===== config.mk =====
export PLATFORM = sky130hd
export DESIGN_NAME = cmd_dispatcher
export DESIGN_NICKNAME = d
export VERILOG_FILES = /design/src/rtl/mujika_ctrl_pkg.sv /design/src/rtl/cmd_fifo.sv /design/src/rtl/cmd_dispatcher.sv
export SDC_FILE = /design/constraint.sdc
export NUM_CORES = 1
export LEC_CHECK = 0
export CAP_MARGIN = 25
export CORE_MARGIN = 10
export CORE_UTILIZATION = 40
export DETAILED_ROUTE_END_ITERATION = 10
export GPL_TIMING_DRIVEN = 0
export PLACE_DENSITY = 0.56
export SKIP_LAST_GASP = 1
export SYNTH_ARGS = -nofsm -noshare
export SYNTH_HDL_FRONTEND = slang
export SYNTH_SLANG_ARGS = --single-unit

===== constraint.sdc =====
create_clock -name clk_50 -period 2.41 [get_ports clk_50]
set_clock_uncertainty 0.1 [all_clocks]
set_input_delay 0.6025 -clock clk_50 [delete_from_list [all_inputs] [get_ports clk_50]]
set_output_delay 0.6025 -clock clk_50 [all_outputs]
set_load 0.02 [all_outputs]

===== src/rtl/mujika_ctrl_pkg.sv =====
// Shared top-control definitions: command codes, dispatcher FSM encodings and
// the request encoder helpers used by the dispatcher.
package mujika_ctrl_pkg;

   localparam int CMD_W = 2;
   localparam int EV_W  = 4;

   localparam logic [CMD_W-1:0] CMD_0 = 2'd0;
   localparam logic [CMD_W-1:0] CMD_1 = 2'd1;
   localparam logic [CMD_W-1:0] CMD_2 = 2'd2;
   localparam logic [CMD_W-1:0] CMD_3 = 2'd3;

   typedef enum logic [1:0] {
      ST_IDLE      = 2'd0,
      ST_ISSUE     = 2'd1,
      ST_WAIT_DONE = 2'd2,
      ST_GAP       = 2'd3
   } disp_state_t;

   // The highest set request bit selects the command code.
   function automatic logic [CMD_W-1:0] encode_req(input logic [EV_W-1:0] req);
      logic [CMD_W-1:0] code;
      if (req[3])      code = CMD_3;
      else if (req[2]) code = CMD_2;
      else if (req[1]) code = CMD_1;
      else             code = CMD_0;
      return code;
   endfunction

   function automatic logic multi_req(input logic [EV_W-1:0] req);
      return (req & (req - EV_W'(1))) != '0;
   endfunction

endpackage


===== src/rtl/cmd_fifo.sv =====
// Single-clock command FIFO with registered occupancy and flags.
// A write while full is refused even if a read happens in the same cycle.
module cmd_fifo
   import mujika_ctrl_pkg::*;
#(
   parameter int WIDTH = CMD_W,
   parameter int DEPTH = 4
) (
   input  logic                       clk_50,
   input  logic                       sys_rst_n,
   input  logic                       wr_en_i,
   input  logic [WIDTH-1:0]           wr_data_i,
   input  logic                       rd_en_i,
   output logic [WIDTH-1:0]           rd_data_o,
   output logic [$clog2(DEPTH):0]     count_o,
   output logic                       full_o,
   output logic                       empty_o
);

   localparam int AW = $clog2(DEPTH);
   localparam int CW = AW + 1;

   typedef logic [AW-1:0] ptr_t;
   typedef logic [CW-1:0] cnt_t;

   logic [WIDTH-1:0] mem_q [DEPTH];
   ptr_t             wr_ptr_q, wr_ptr_d;
   ptr_t             rd_ptr_q, rd_ptr_d;
   cnt_t             count_q, count_d;
   logic             full_q, empty_q;
   logic             push_ok, pop_ok;

   // Pointers are AW bits wide, so they wrap modulo DEPTH on their own.
   assign push_ok = wr_en_i && !full_q;
   assign pop_ok  = rd_en_i && !empty_q;

   always_comb begin
      wr_ptr_d = wr_ptr_q;
      rd_ptr_d = rd_ptr_q;
      count_d  = count_q;
      if (push_ok) wr_ptr_d = wr_ptr_q + ptr_t'(1);
      if (pop_ok)  rd_ptr_d = rd_ptr_q + ptr_t'(1);
      if (push_ok && !pop_ok)      count_d = count_q + cnt_t'(1);
      else if (!push_ok && pop_ok) count_d = count_q - cnt_t'(1);
   end

   always_ff @(posedge clk_50 or negedge sys_rst_n) begin
      if (!sys_rst_n) begin
         wr_ptr_q <= '0;
         rd_ptr_q <= '0;
         count_q  <= '0;
         full_q   <= 1'b0;
         empty_q  <= 1'b1;
      end else begin
         wr_ptr_q <= wr_ptr_d;
         rd_ptr_q <= rd_ptr_d;
         count_q  <= count_d;
         full_q   <= (count_d == cnt_t'(DEPTH));
         empty_q  <= (count_d == '0);
      end
   end

   always_ff @(posedge clk_50) begin
      if (push_ok) mem_q[wr_ptr_q] <= wr_data_i;
   end

   assign rd_data_o = mem_q[rd_ptr_q];
   assign count_o   = count_q;
   assign full_o    = full_q;
   assign empty_o   = empty_q;

endmodule


===== src/rtl/cmd_dispatcher.sv =====
// Queues control events as command codes and issues them one at a time to the
// UDP state sender, with completion timeout, bounded retry and drop accounting.
module cmd_dispatcher
   import mujika_ctrl_pkg::*;
#(
   parameter int FIFO_DEPTH     = 4,
   parameter int TIMEOUT_CYCLES = 1_000_000,
   parameter int MAX_RETRY      = 2
) (
   input  logic                          clk_50,
   input  logic                          sys_rst_n,
   input  logic [EV_W-1:0]               ev_req,
   input  logic                          tx_done,
   output logic [CMD_W-1:0]              cmd_out,
   output logic                          cmd_valid,
   output logic                          busy,
   output logic [$clog2(FIFO_DEPTH):0]   pending,
   output logic [7:0]                    drop_cnt,
   output logic                          timeout_err,
   output disp_state_t                   dbg_state
);

   localparam int CNT_W = $clog2(FIFO_DEPTH) + 1;
   localparam int TMR_W = $clog2(TIMEOUT_CYCLES);
   localparam int RTY_W = (MAX_RETRY < 1) ? 1 : $clog2(MAX_RETRY + 1);

   localparam logic [TMR_W-1:0] TMR_LAST = TMR_W'(TIMEOUT_CYCLES - 1);
   localparam logic [RTY_W-1:0] RTY_MAX  = RTY_W'(MAX_RETRY);

   disp_state_t      state_q, state_d;
   logic [TMR_W-1:0] timer_q, timer_d;
   logic [RTY_W-1:0] retry_q, retry_d;
   logic [CMD_W-1:0] cmd_q, cmd_d;
   logic [7:0]       drop_q, drop_d;
   logic             cmd_valid_q, cmd_valid_d;
   logic             busy_q, busy_d;
   logic             timeout_err_q, timeout_err_d;

   logic             push_req, multi_hot;
   logic [CMD_W-1:0] push_code, head_code;
   logic [CNT_W-1:0] fifo_count;
   logic             fifo_full, fifo_empty;
   logic             pop, retry_now, abandon, tmr_expired;

   assign push_req    = |ev_req;
   assign multi_hot   = multi_req(ev_req);
   assign push_code   = encode_req(ev_req);
   assign tmr_expired = (timer_q == TMR_LAST);

   cmd_fifo #(
      .WIDTH (CMD_W),
      .DEPTH (FIFO_DEPTH)
   ) u_cmd_fifo (
      .clk_50    (clk_50),
      .sys_rst_n (sys_rst_n),
      .wr_en_i   (push_req),
      .wr_data_i (push_code),
      .rd_en_i   (pop),
      .rd_data_o (head_code),
      .count_o   (fifo_count),
      .full_o    (fifo_full),
      .empty_o   (fifo_empty)
   );

   always_ff @(posedge clk_50 or negedge sys_rst_n) begin
      if (!sys_rst_n) state_q <= ST_IDLE;
      else            state_q <= state_d;
   end

   // Sender handshake: cmd_valid is a one-cycle offer of cmd_out; the sender
   // answers with a one-cycle tx_done, which only counts while in WAIT_DONE.
   // tx_done takes priority over a timer expiry in the same cycle.
   always_comb begin
      state_d   = state_q;
      pop       = 1'b0;
      retry_now = 1'b0;
      abandon   = 1'b0;
      case (state_q)
         ST_IDLE: begin
            if (!fifo_empty) begin
               pop     = 1'b1;
               state_d = ST_ISSUE;
            end
         end
         ST_ISSUE: state_d = ST_WAIT_DONE;
         ST_WAIT_DONE: begin
            if (tx_done) begin
               state_d = ST_GAP;
            end else if (tmr_expired && (retry_q < RTY_MAX)) begin
               retry_now = 1'b1;
               state_d   = ST_ISSUE;
            end else if (tmr_expired) begin
               abandon = 1'b1;
               state_d = ST_GAP;
            end
         end
         ST_GAP:  state_d = ST_IDLE;
         default: state_d = ST_IDLE;
      endcase
   end

   // Outputs are computed from the next state so they line up with it.
   always_comb begin
      cmd_valid_d   = (state_d == ST_ISSUE);
      busy_d        = (state_d != ST_IDLE);
      timeout_err_d = abandon;
      cmd_d         = pop ? head_code : cmd_q;
      timer_d       = (state_q == ST_WAIT_DONE) ? timer_q + TMR_W'(1) : '0;
      retry_d       = retry_q;
      if (pop)            retry_d = '0;
      else if (retry_now) retry_d = retry_q + RTY_W'(1);
      drop_d = drop_q;
      if ((multi_hot || (push_req && fifo_full)) && (drop_q != 8'hFF))
         drop_d = drop_q + 8'd1;
   end

   always_ff @(posedge clk_50 or negedge sys_rst_n) begin
      if (!sys_rst_n) begin
         timer_q       <= '0;
         retry_q       <= '0;
         cmd_q         <= CMD_0;
         drop_q        <= '0;
         cmd_valid_q   <= 1'b0;
         busy_q        <= 1'b0;
         timeout_err_q <= 1'b0;
      end else begin
         timer_q       <= timer_d;
         retry_q       <= retry_d;
         cmd_q         <= cmd_d;
         drop_q        <= drop_d;
         cmd_valid_q   <= cmd_valid_d;
         busy_q        <= busy_d;
         timeout_err_q <= timeout_err_d;
      end
   end

   assign cmd_out     = cmd_q;
   assign cmd_valid   = cmd_valid_q;
   assign busy        = busy_q;
   assign pending     = fifo_count;
   assign drop_cnt    = drop_q;
   assign timeout_err = timeout_err_q;
   assign dbg_state   = state_q;

endmodule


* Yosys cells after proc, flatten, opt, wreduce, memory -nomap -nowiden
Memories as Yosys holds them, arrays and structs flattened. A register that Yosys moved wholly into a read port is not among the register bits. Index checks and enable logic that the tools add are counted.
Storage, ports and cells: register bits after elaboration 44, bits in writable memories 8, memories kept 1, output and inout port bits 18, word-level logic and storage cells 73
Cells by class: bitwise operators 1, add/sub/neg operators 8, magnitude comparators 1, reduce and logical (&&, ||, !) cells 19, equal/unequal tests 7, multiplexer cells 24
Memory list:
- u_cmd_fifo.mem_q | words 4, bits a word 2, read ports 1, clocked after memory_dff 1, write ports 1, line cmd_fifo.sv:26 | logic [WIDTH-1:0] mem_q [DEPTH];
Operators by type and width (count):
- adder 20 x 1 -> 20 bit, second input constant | 1
- equality test 20 bit, second input constant | 1
- two-way mux 20 bit | 1
- two-way mux 2 bit | 8
- two-way mux 1 bit | 12
- adder 8 x 1 -> 8 bit, second input constant | 1
- inequality test 8 bit, second input constant | 1
- one-hot mux 2 bit (4 select lines) | 1
- logical AND 1 bit | 7
- adder 2 x 1 -> 2 bit, second input constant | 3
- two-way mux 3 bit | 2
- zero test 1 bit | 5
- bitwise AND 4 bit | 1
- equality test 2 x 1 -> 1 bit, second input constant | 2
- equality test 2 bit, second input constant | 2
- nonzero test 2 bit | 2
- nonzero test 4 bit | 1
- OR reduction 4 bit | 1
- subtractor 4 x 1 -> 4 bit, second input constant | 1
- adder 3 x 1 -> 3 bit, second input constant | 1
- equality test 3 bit, second input constant | 1
- zero test 3 bit | 1
- subtractor 3 x 1 -> 3 bit, second input constant | 1
- zero test 2 bit | 1
- other kinds (2) | 2

* Depth between registers and ports, before layout
Gate-level depths: netlist of the first run.
word-level depth 7, mapped depth 6, gate-level depth less buffers 5

* By module
A second synthesis of the first run with hierarchy kept.
Second synthesis, totals: cells, all modules 247, area, all modules 2677.6 um2
Modules (own cells, without submodules):
- cmd_dispatcher | sequential area each 925.9 um2, cells each 182, area each 1820.5 um2, instances 1
- cmd_fifo | sequential area each 466.7 um2, cells each 65, area each 857.1 um2, instances 1

* Worst setup path before layout of the first run
OpenSTA, ideal clock, no wires.
path kind input-to-reg, start point in ev_req[3], end point reg drop_q[1], in the netlist drop_cnt[1], data required time 2.185 ns, setup time 0.125 ns, stages 4, arrival 1.877 ns, path buffers 0, path slack 0.308 ns, cells stage by stage maj3_1 > o31ai_1 > nor2_1 > mux2_2
On the way: word-level cells in the longest chain between the ends 5, elaborated cells on any way between the ends 7, those cells by class add/sub: 1; bitwise: 1; reduce/logical: 5
Ends and longest elaborated chain:
- start: declaration | line cmd_dispatcher.sv:12 | input logic [EV_W-1:0] ev_req,
- subtractor 4 x 1 -> 4 bit | line mujika_ctrl_pkg.sv:31 | return (req & (req - EV_W'(1))) != '0;
- bitwise AND 4 bit | line mujika_ctrl_pkg.sv:31
- nonzero test 4 bit | line mujika_ctrl_pkg.sv:31
- logical OR 1 bit * | line cmd_dispatcher.sv:113 | if ((multi_hot || (push_req && fifo_full)) && (drop_q != 8'hFF))
- logical AND 1 bit * | line cmd_dispatcher.sv:113
- end signal: assignment | line cmd_dispatcher.sv:130 | drop_q <= drop_d;
- end: declaration | line cmd_dispatcher.sv:34 | logic [7:0] drop_q, drop_d;
Every way passes the cells marked *; elsewhere a longest branch is shown, timed or not. A chain may end at the register's enable or synchronous reset.

* Worst setup path in the final report of the first run
start point in ev_req[1], end point reg u_cmd_fifo.full_q, in the netlist u_cmd_fifo.full_o
On the way: word-level cells in the longest chain between the ends 7, elaborated cells on any way between the ends 8, those cells by class eq/ne: 1; mux: 2; reduce/logical: 5
Ends and longest elaborated chain:
- OR reduction 4 bit * | line cmd_dispatcher.sv:45 | assign push_req = |ev_req;
- logical AND 1 bit * | line cmd_fifo.sv:34 | assign push_ok = wr_en_i && !full_q;
- zero test 1 bit | line cmd_fifo.sv:44 | else if (!push_ok && pop_ok) count_d = count_q - cnt_t'(1);
- logical AND 1 bit | line cmd_fifo.sv:44
- two-way mux 3 bit | line cmd_fifo.sv:44
- two-way mux 3 bit * | line cmd_fifo.sv:43 | if (push_ok && !pop_ok) count_d = count_q + cnt_t'(1);
- equality test 3 bit * | line cmd_fifo.sv:58 | full_q <= (count_d == cnt_t'(DEPTH));
- end signal: assignment | line cmd_fifo.sv:58
- end: declaration | line cmd_fifo.sv:30 | logic full_q, empty_q;
Marks and branches as above.

==> results of run 1 <==
-- cell families (layout without fill, tap and decap cells) --
kind of cell | count (synthesis) | in the layout
adders and majority gates | 9 | 9
DFF | 54 | 54
and+or+nand+nor | 110 | 110
buffers and inverters | 12 | 45
AOI/OAI and AO/OA | 37 | 37
xor gates and xnor gates | 21 | 21
muxes | 3 | 3
-- report_power, final --
| part | leakage [nW] | internal, mW | total, mW | switching (mW) |
|---|---|---|---|---|
| combinational | 0.546 | 0.612 | 1.32 | 0.705 |
| clock | 0.0447 | 0.210 | 0.515 | 0.305 |
| sequential | 0.660 | 1.18 | 1.43 | 0.243 |
| total | 1.25 | 2.01 | 3.26 | 1.25 |
-- worst register-to-register path, cell delays in order (launching register included) --
cell     delay (ns)
dfrtp_1        0.44
ha_2           0.28
nand2_1        0.09
or4_1          0.45
buf_2          0.17
or4_1          0.46
a21oi_1        0.16
-- synthesized netlist by cell type (6+ instances only) --
cell type	n
or4_1	8
nor3_1	8
ha_1	8
nand3_1	7
nor2_1	22
inv_1	8
xnor2_1	8
a21oi_1	11
nand2_1	26
edfxtp_1	8
o21ai_0	11
dfrtp_1	45
xor2_1	13
nor4_1	6
and3_1	7
-- state kept, by name (all words and copies together), names as in the netlist --
signal,flops
dbg_state,2
cmd_out,2
cmd_valid,1
retry_q,2
u_cmd_fifo.empty_o,1
drop_cnt,8
u_cmd_fifo.count_o,3
u_cmd_fifo.mem_q,8
u_cmd_fifo.rd_ptr_q,2
u_cmd_fifo.wr_ptr_q,2
timer_q,20
u_cmd_fifo.full_o,1
busy,1
timeout_err,1
-- per-stage QoR --
step | instance area (sq um) | TNS (ns)
after floorplan | 2620 | 0
after global placement | 2960 | -38.45
after detailed placement | 2970 | -4.64
after CTS | 3080 | 0
after global routing | 3100 | -0.0174
final | 3100 | 0
-- routing by layer --
layer,track usage,vias to the layer above,part of all wire,routed length (microns)
li1,-,951,-,-
met1,0.138,873,0.48,2440
met2,0.156,26,0.43,2170
met3,0.0439,6,0.075,380
met4,0.0525,0,0.017,88
met5,0,-,0,0
-- what timing repair did --
item,4_1_cts,5_1_grt
hold buffers,0,0
gates resized for setup,3,3
setup buffers,0,0
setup endpoints to repair,9,3
-- worst paths after layout --
check	start	endpoint	cells after the start	slack, ns
setup / recovery	ev_req[1]	u_cmd_fifo.full_o$_DFF_PN0_	5	0.05
hold / removal	sys_rst_n	timer_q[11]$_DFF_PN0_	1	0.1
setup reg to reg	timer_q[0]$_DFF_PN0_	timer_q[18]$_DFF_PN0_	6	0.19
hold reg to reg	cmd_out[0]$_DFFE_PN0P_	cmd_out[0]$_DFFE_PN0P_	2	0.38
max in group asynchronous	sys_rst_n	u_cmd_fifo.empty_o$_DFF_PN1_	2	1.54
min in group clk_50	cmd_out[0]$_DFFE_PN0P_	cmd_out[0]$_DFFE_PN0P_	2	0.38
-- layout by cell type (no fill, tap or decap), drive strengths merged, types with 6 or more instances in the layout --
cell type and n:
a21oi 11, and3 8, clkbuf 7, clkdlybuf4s50 23, dfrtp 45, edfxtp 8, ha 8, inv 9
nand2 26, nand3 7, nor2 22, nor3 8, nor4 6, o21ai 11, or4 8, xnor2 8
xor2 13
-- layout make-up --
cell class	instances	area share
Sequential cell	54	0.449
Multi-Input combinational cell	180	0.392
Timing Repair Buffer	25	0.0823
Tap cell	77	0.0311
Clock buffer	5	0.0222
Inverter	8	0.00969
Clock inverter	3	0.00807
Buffer	4	0.00525
==> impl_metrics.csv, run 1 <==
group,metric,value,unit
status,outcome,"finished, final reports clean",
grt,grt_pass1_wl,8970,microns
setup_path,criticalPathCategory,"input port to register",
yosys,ys_async_sr_fraction,0.852,
finish,fin_nets,293,
timing,setup_viol,0,
power,p_leak,1.25,nW
floorplan,pin_count,25,
grt,grt_usage,0.108,
floorplan,die-width,101,microns
setup_path,critPathLaunchType,"input port",
setup_path,cp.required,2.53,ns
power,power,3.26,mW
setup_path,path_delay_family,"simple AND/OR/NAND/NOR gates",
cts,cts_sinks,54,
drt,antenna_left,0,
grt,overflow,0,
place,dp.cells,348,
cts,cts-buffers-inserted,5,
yosys,synth_flop_cell,"dfrtp_1",
yosys,ys_types,47,
drt,drc,0,
floorplan,start_util,0.413,
place,place.gp.congestion,0.756,
floorplan,coreArea,6350,sq um
flow_run,drv_cap,0,
yosys,synth_adder_area_share,0.0420,
place,numPortBuffers,24,
yosys,synth.avg_cell_area,10.7,sq um
cts,clk_path_buf_depth,2,
finish,fillers,601,
yosys,synth.area.top_cells,"dfrtp_1 (43%), edfxtp_1 (9.2%), xor2_1 (4.3%), ha_1 (3.8%), nand2_1 (3.7%)",
finish,layout-drive-gt1-share,0.0968,
yosys,synth_top_cell_by_area,"dfrtp_1",
cts,path_clk_slew,0.10,ns
timing,setup_ws,0.0476,ns
yosys,synth_edf_count,8,
hold_path,hp-class,"input port to async pin",
floorplan,rows,29,
yosys,synth_xor_area_frac,0.0701,
power,powerDensity,1050,nW/um^2
finish,area_delta_synth_final,18.2,%
finish,diodes,0,
yosys,synth.ff_latch_count,54,
setup_path,critical_path_peak_fanout,5,
floorplan,die_y,101,microns
setup_path,cp_num_buf_inv,1,
drt,wl_per_cell,14.3,microns
setup_path,path_cells,"clkdlybuf4s50_1 -> nor4_2 -> nor3_1 -> or4_1 -> a211oi_1",
yosys,synth_top_family_by_area,"simple AND/OR/NAND/NOR gates",
timing,slew_viol_final,0,
setup_path,slowest_delay,0.53,ns
finish,fin_util,0.488,
yosys,synth_cells,246,
timing,clock.fmax,423,MHz
yosys,yosys_warnings,0,
timing,final_hold_viol_count,0,
setup_path,critical_path_arrival,2.49,ns
setup_path,end_kind,"register",
finish,multi_input_area,1220,sq um
yosys,synth_top_area_frac,0.429,
grt,grt_max_degree,32,
timing,finalCritPeriodShare,0.980,
yosys,muxShareOfSynthArea,0.0215,
cts,ctsHtreeMaxLevel,2,
finish,stdcell_count,356,
drt,wirelength,5080,microns
yosys,synth_nets,261,
finish,ff_latch_area,1390,sq um
cts,clock_latency,0.31,ns
place,dp_hpwl,3700,microns
cts,cts_tree,"done",
floorplan,die-area,10200,sq um
yosys,netlist_area,2620,sq um
drt,vias,1856,
timing,hold_slack,0.0971,ns
power,irDropWorstVdd,640,uV
place,dp_slack,-0.590,ns
yosys,yosys.area_share.simple,0.229,
timing,min_period,2.36,ns
yosys,synth_compound_area_frac,0.0892,
timing,max_slew.worst_pin.slew,0.814,ns
cts,clockRootBuffer,"clkbuf_8",
drt,drtPass1Iterations,4,
drt,via_per_inst,5.21,
timing,rsz0062_at_grt,"yes",
setup_path,cp_slowest_cell,"clkdlybuf4s50_1",
drt,drt-initial-drc-count,26,
timing,relSlewSlack,0.453,
yosys,yosysSeqAreaShare,0.531,
grt,grt_pass1_vias,1913,
grt,antenna_found_initial,0,
No activity file was read; power rests on OpenSTA's default activity.
==> run 2, diff against run 1 <==
- CTS_CLUSTER_SIZE: not set -> 40
- HOLD_SLACK_MARGIN: not set -> 0.1
==> results of run 2 <==
Same layout as run 1: the final DEF is identical, and so are final timing and power.
==> run 3, diff against run 2 <==
- SYNTH_HIERARCHICAL: not set -> 1
==> impl_metrics.csv, run 3 <==
group,metric,value,unit
place,numPortBuffers,24,
setup_path,critical_path_peak_fanout,8,
floorplan,pin_count,25,
setup_path,critical_path_arrival,2.40,ns
finish,fin_nets,295,
floorplan,start_util,0.417,
setup_path,endpoint,"drop_cnt[1]$_DFFE_PN0P_",
finish,largest_reg_flops,20,
drt,antenna_left,0,
grt,grt_pass1_wl,8380,microns
cts,cts-buffers-inserted,5,
setup_path,path_delay_family,"compound AO/OA/AOI/OAI gates",
drt,drt-initial-drc-count,44,
cts,clockRootBuffer,"clkbuf_8",
yosys,synth.avg_cell_area,10.8,sq um
place,dp_hpwl,3550,microns
timing,min_period,2.30,ns
place,place.gp.congestion,0.746,
setup_path,cp_num_buf_inv,1,
setup_path,end_kind,"register",
drt,vias,1858,
floorplan,rows,29,
hold_path,hp-class,"register to register",
setup_path,criticalPathCategory,"input port to register",
status,outcome,"finished, final reports clean",
power,powerDensity,1060,nW/um^2
yosys,synth.ff_latch_count,54,
timing,final_hold_viol_count,0,
finish,top_register,"timer_q",
timing,max_slew.worst_pin.slew,0.649,ns
timing,clock.fmax,434,MHz
drt,drtPass1Iterations,4,
floorplan,coreArea,6420,sq um
cts,cts_setup_buffers,0,
yosys,yosysMostFrequentCell,"dfrtp_1",
yosys,ys_types,54,
setup_path,r2r-start,"dbg_state[1]$_DFF_PN0_",
place,dp.cells,349,
drt,via_per_inst,5.19,
cts,cts_sinks,54,
floorplan,die-width,102,microns
setup_path,startpoint,"ev_req[0]",
yosys,synth_nets,262,
finish,final_cell_mix,"dfrtp_1 (45), nand2_1 (21), clkdlybuf4s50_1 (21), nor2_1 (19), xnor2_1 (14)",
yosys,synth_top_area_frac,0.421,
timing,hold_slack,0.380,ns
yosys,synth_top_cell_by_area,"dfrtp_1",
timing,setup_viol,0,
setup_path,rrSetupSlack,0.22,ns
yosys,synth_cells,247,
yosys,synth.area.top_cells,"dfrtp_1 (42%), edfxtp_1 (9.0%), xnor2_1 (4.6%), ha_1 (3.7%), nand2_1 (2.9%)",
finish,diodes,0,
setup_path,path_cells,"clkdlybuf4s50_1 -> maj3_1 -> o31ai_2 -> a31oi_1 -> mux2_2",
timing,slew_viol_final,0,
power,irDropWorstVdd,676,uV
drt,wirelength,4900,microns
cts,cts_tree,"done",
yosys,yosys_warnings,6,
yosys,ys_async_sr_fraction,0.852,
timing,relSlewSlack,0.565,
flow_run,drv_cap,0,
yosys,yosysSeqAreaShare,0.520,
finish,final_common_cell,"dfrtp_1",
setup_path,cp_slowest_cell,"o31ai_2",
yosys,netlist_area,2680,sq um
power,p_leak,1.25,nW
grt,grt_usage,0.0999,
finish,area_delta_synth_final,16.6,%
grt,antenna_found_initial,0,
cts,path_clk_slew,0.09,ns
floorplan,die_y,102,microns
yosys,synth_edf_count,8,
yosys,synth_flop_cell,"dfrtp_1",
cts,clock_latency,0.30,ns
finish,stdcell_count,358,
timing,finalCritPeriodShare,0.956,
cts,clk_path_buf_depth,2,
setup_path,cp.required,2.50,ns
drt,drc,0,
setup_path,cp_num_cells,5,
setup_path,r2r-end,"u_cmd_fifo/empty_o$_DFF_PN1_",
yosys,yosys-top-cells-count,"dfrtp_1 (45), nand2_1 (21), nor2_1 (19)",
setup_path,slowest_delay,0.55,ns
grt,overflow,0,
grt,grt_max_degree,34,
timing,rsz0062_at_grt,"no",
floorplan,die-area,10400,sq um
setup_path,reg2reg_depth,6,
setup_path,critPathLaunchType,"input port",
cts,ctsHtreeMaxLevel,2,
grt,grt_pass1_vias,1762,
drt,wl_per_cell,13.7,microns
finish,layout-drive-gt1-share,0.0819,
run 3: cell types whose count changed in the layout (fill, tap and decap cells not counted), moves of 3 or more:
cell and delta:
and2_1 +6, xnor2_1 +6, and3_1 -5, nand2_1 -5, xor2_1 -5, inv_1 +4, o21ai_0 -4, nor2_1 -3
o31ai_1 +3, or3_1 +3
run 3: timing repair:
action                                  4_1_cts  5_1_grt
hold buffers                                  1        0
endpoints found under the setup margin        2        0
hold endpoints to repair                      4        0
gates resized for setup                       3        0
run 3: stage by stage:
| stage | utilization | setup WS (ns) | instance area [sq um] | TNS [ns] | power, mW |
|---|---|---|---|---|---|
| 2_1_floorplan | - | 0.183 | 2680 | 0 | 2.33 |
| 5_1_grt | 0.486 | 0.00253 | 3120 | 0 | 3.59 |
| 4_1_cts | 0.486 | 0.112 | 3120 | 0 | 3.36 |
| 6_report | 0.486 | 0.106 | 3120 | 0 | 3.31 |
| 3_5_place_dp | 0.472 | -0.452 | 3030 | -3.94 | 2.85 |
| 3_3_place_gp | 0.469 | -0.777 | 3010 | -38.58 | 2.84 |
run 3: area by class of cell:
type	count	area, sq um
plain buffers	4	23.8
clock buffers	7	76.3
clock inverters	1	7.51
fillers	596	3300
inverters	12	45.0
multi-input cells	177	1220
flip-flops and latches	54	1390
well taps	77	96.3
repair buffers	26	263
run 3: power by group:
part | internal [mW] | leakage [nW] | total [mW] | switching, mW
registers | 1.18 | 0.661 | 1.42 | 0.236
logic | 0.665 | 0.555 | 1.40 | 0.737
clock network | 0.206 | 0.0385 | 0.489 | 0.283
total | 2.06 | 1.25 | 3.31 | 1.26
run 3: layer usage:
| layer | GRT usage | wire length [microns] | up-vias | part of all wire |
|---|---|---|---|---|
| met5 | 0 | 0 | - | 0 |
| met4 | 0.0260 | 17 | 0 | 0.0035 |
| met3 | 0.0412 | 305 | 2 | 0.062 |
| met2 | 0.151 | 2160 | 37 | 0.44 |
| met1 | 0.130 | 2420 | 864 | 0.49 |
| li1 | - | - | 955 | - |
run 3: tightest hold or removal path, delay by kind of cell (launching register included):
| kind | cells | cell delay, ns |
|---|---|---|
| flip-flops | 1 | 0.35 |
| AND/OR/NAND/NOR | 2 | 0.10 |
run 3: logic make-up after synthesis:
family          Yosys count  synth area share
simple gates            105             0.218
mux                       3            0.0210
buf+inv                  16            0.0257
fa+ha+maj                 9            0.0411
flops                    54             0.520
xor+xnor                 23            0.0780
compound gates           37            0.0958
run 3: worst min path at each step:
| stage | startpoint | to | slack, ns | cells past startpoint |
|---|---|---|---|---|
| global placement | cmd_out[1]$_DFFE_PN0P_ | cmd_out[1]$_DFFE_PN0P_ | 0.36 | 2 |
| CTS | cmd_out[0]$_DFFE_PN0P_ | cmd_out[0]$_DFFE_PN0P_ | 0.39 | 2 |
| detailed placement | cmd_out[0]$_DFFE_PN0P_ | cmd_out[0]$_DFFE_PN0P_ | 0.36 | 2 |
| global route | cmd_out[0]$_DFFE_PN0P_ | cmd_out[0]$_DFFE_PN0P_ | 0.40 | 2 |
| finish | cmd_out[0]$_DFFE_PN0P_ | cmd_out[0]$_DFFE_PN0P_ | 0.38 | 2 |
| floorplan | sys_rst_n | busy$_DFF_PN0_ | 0.21 | 0 |
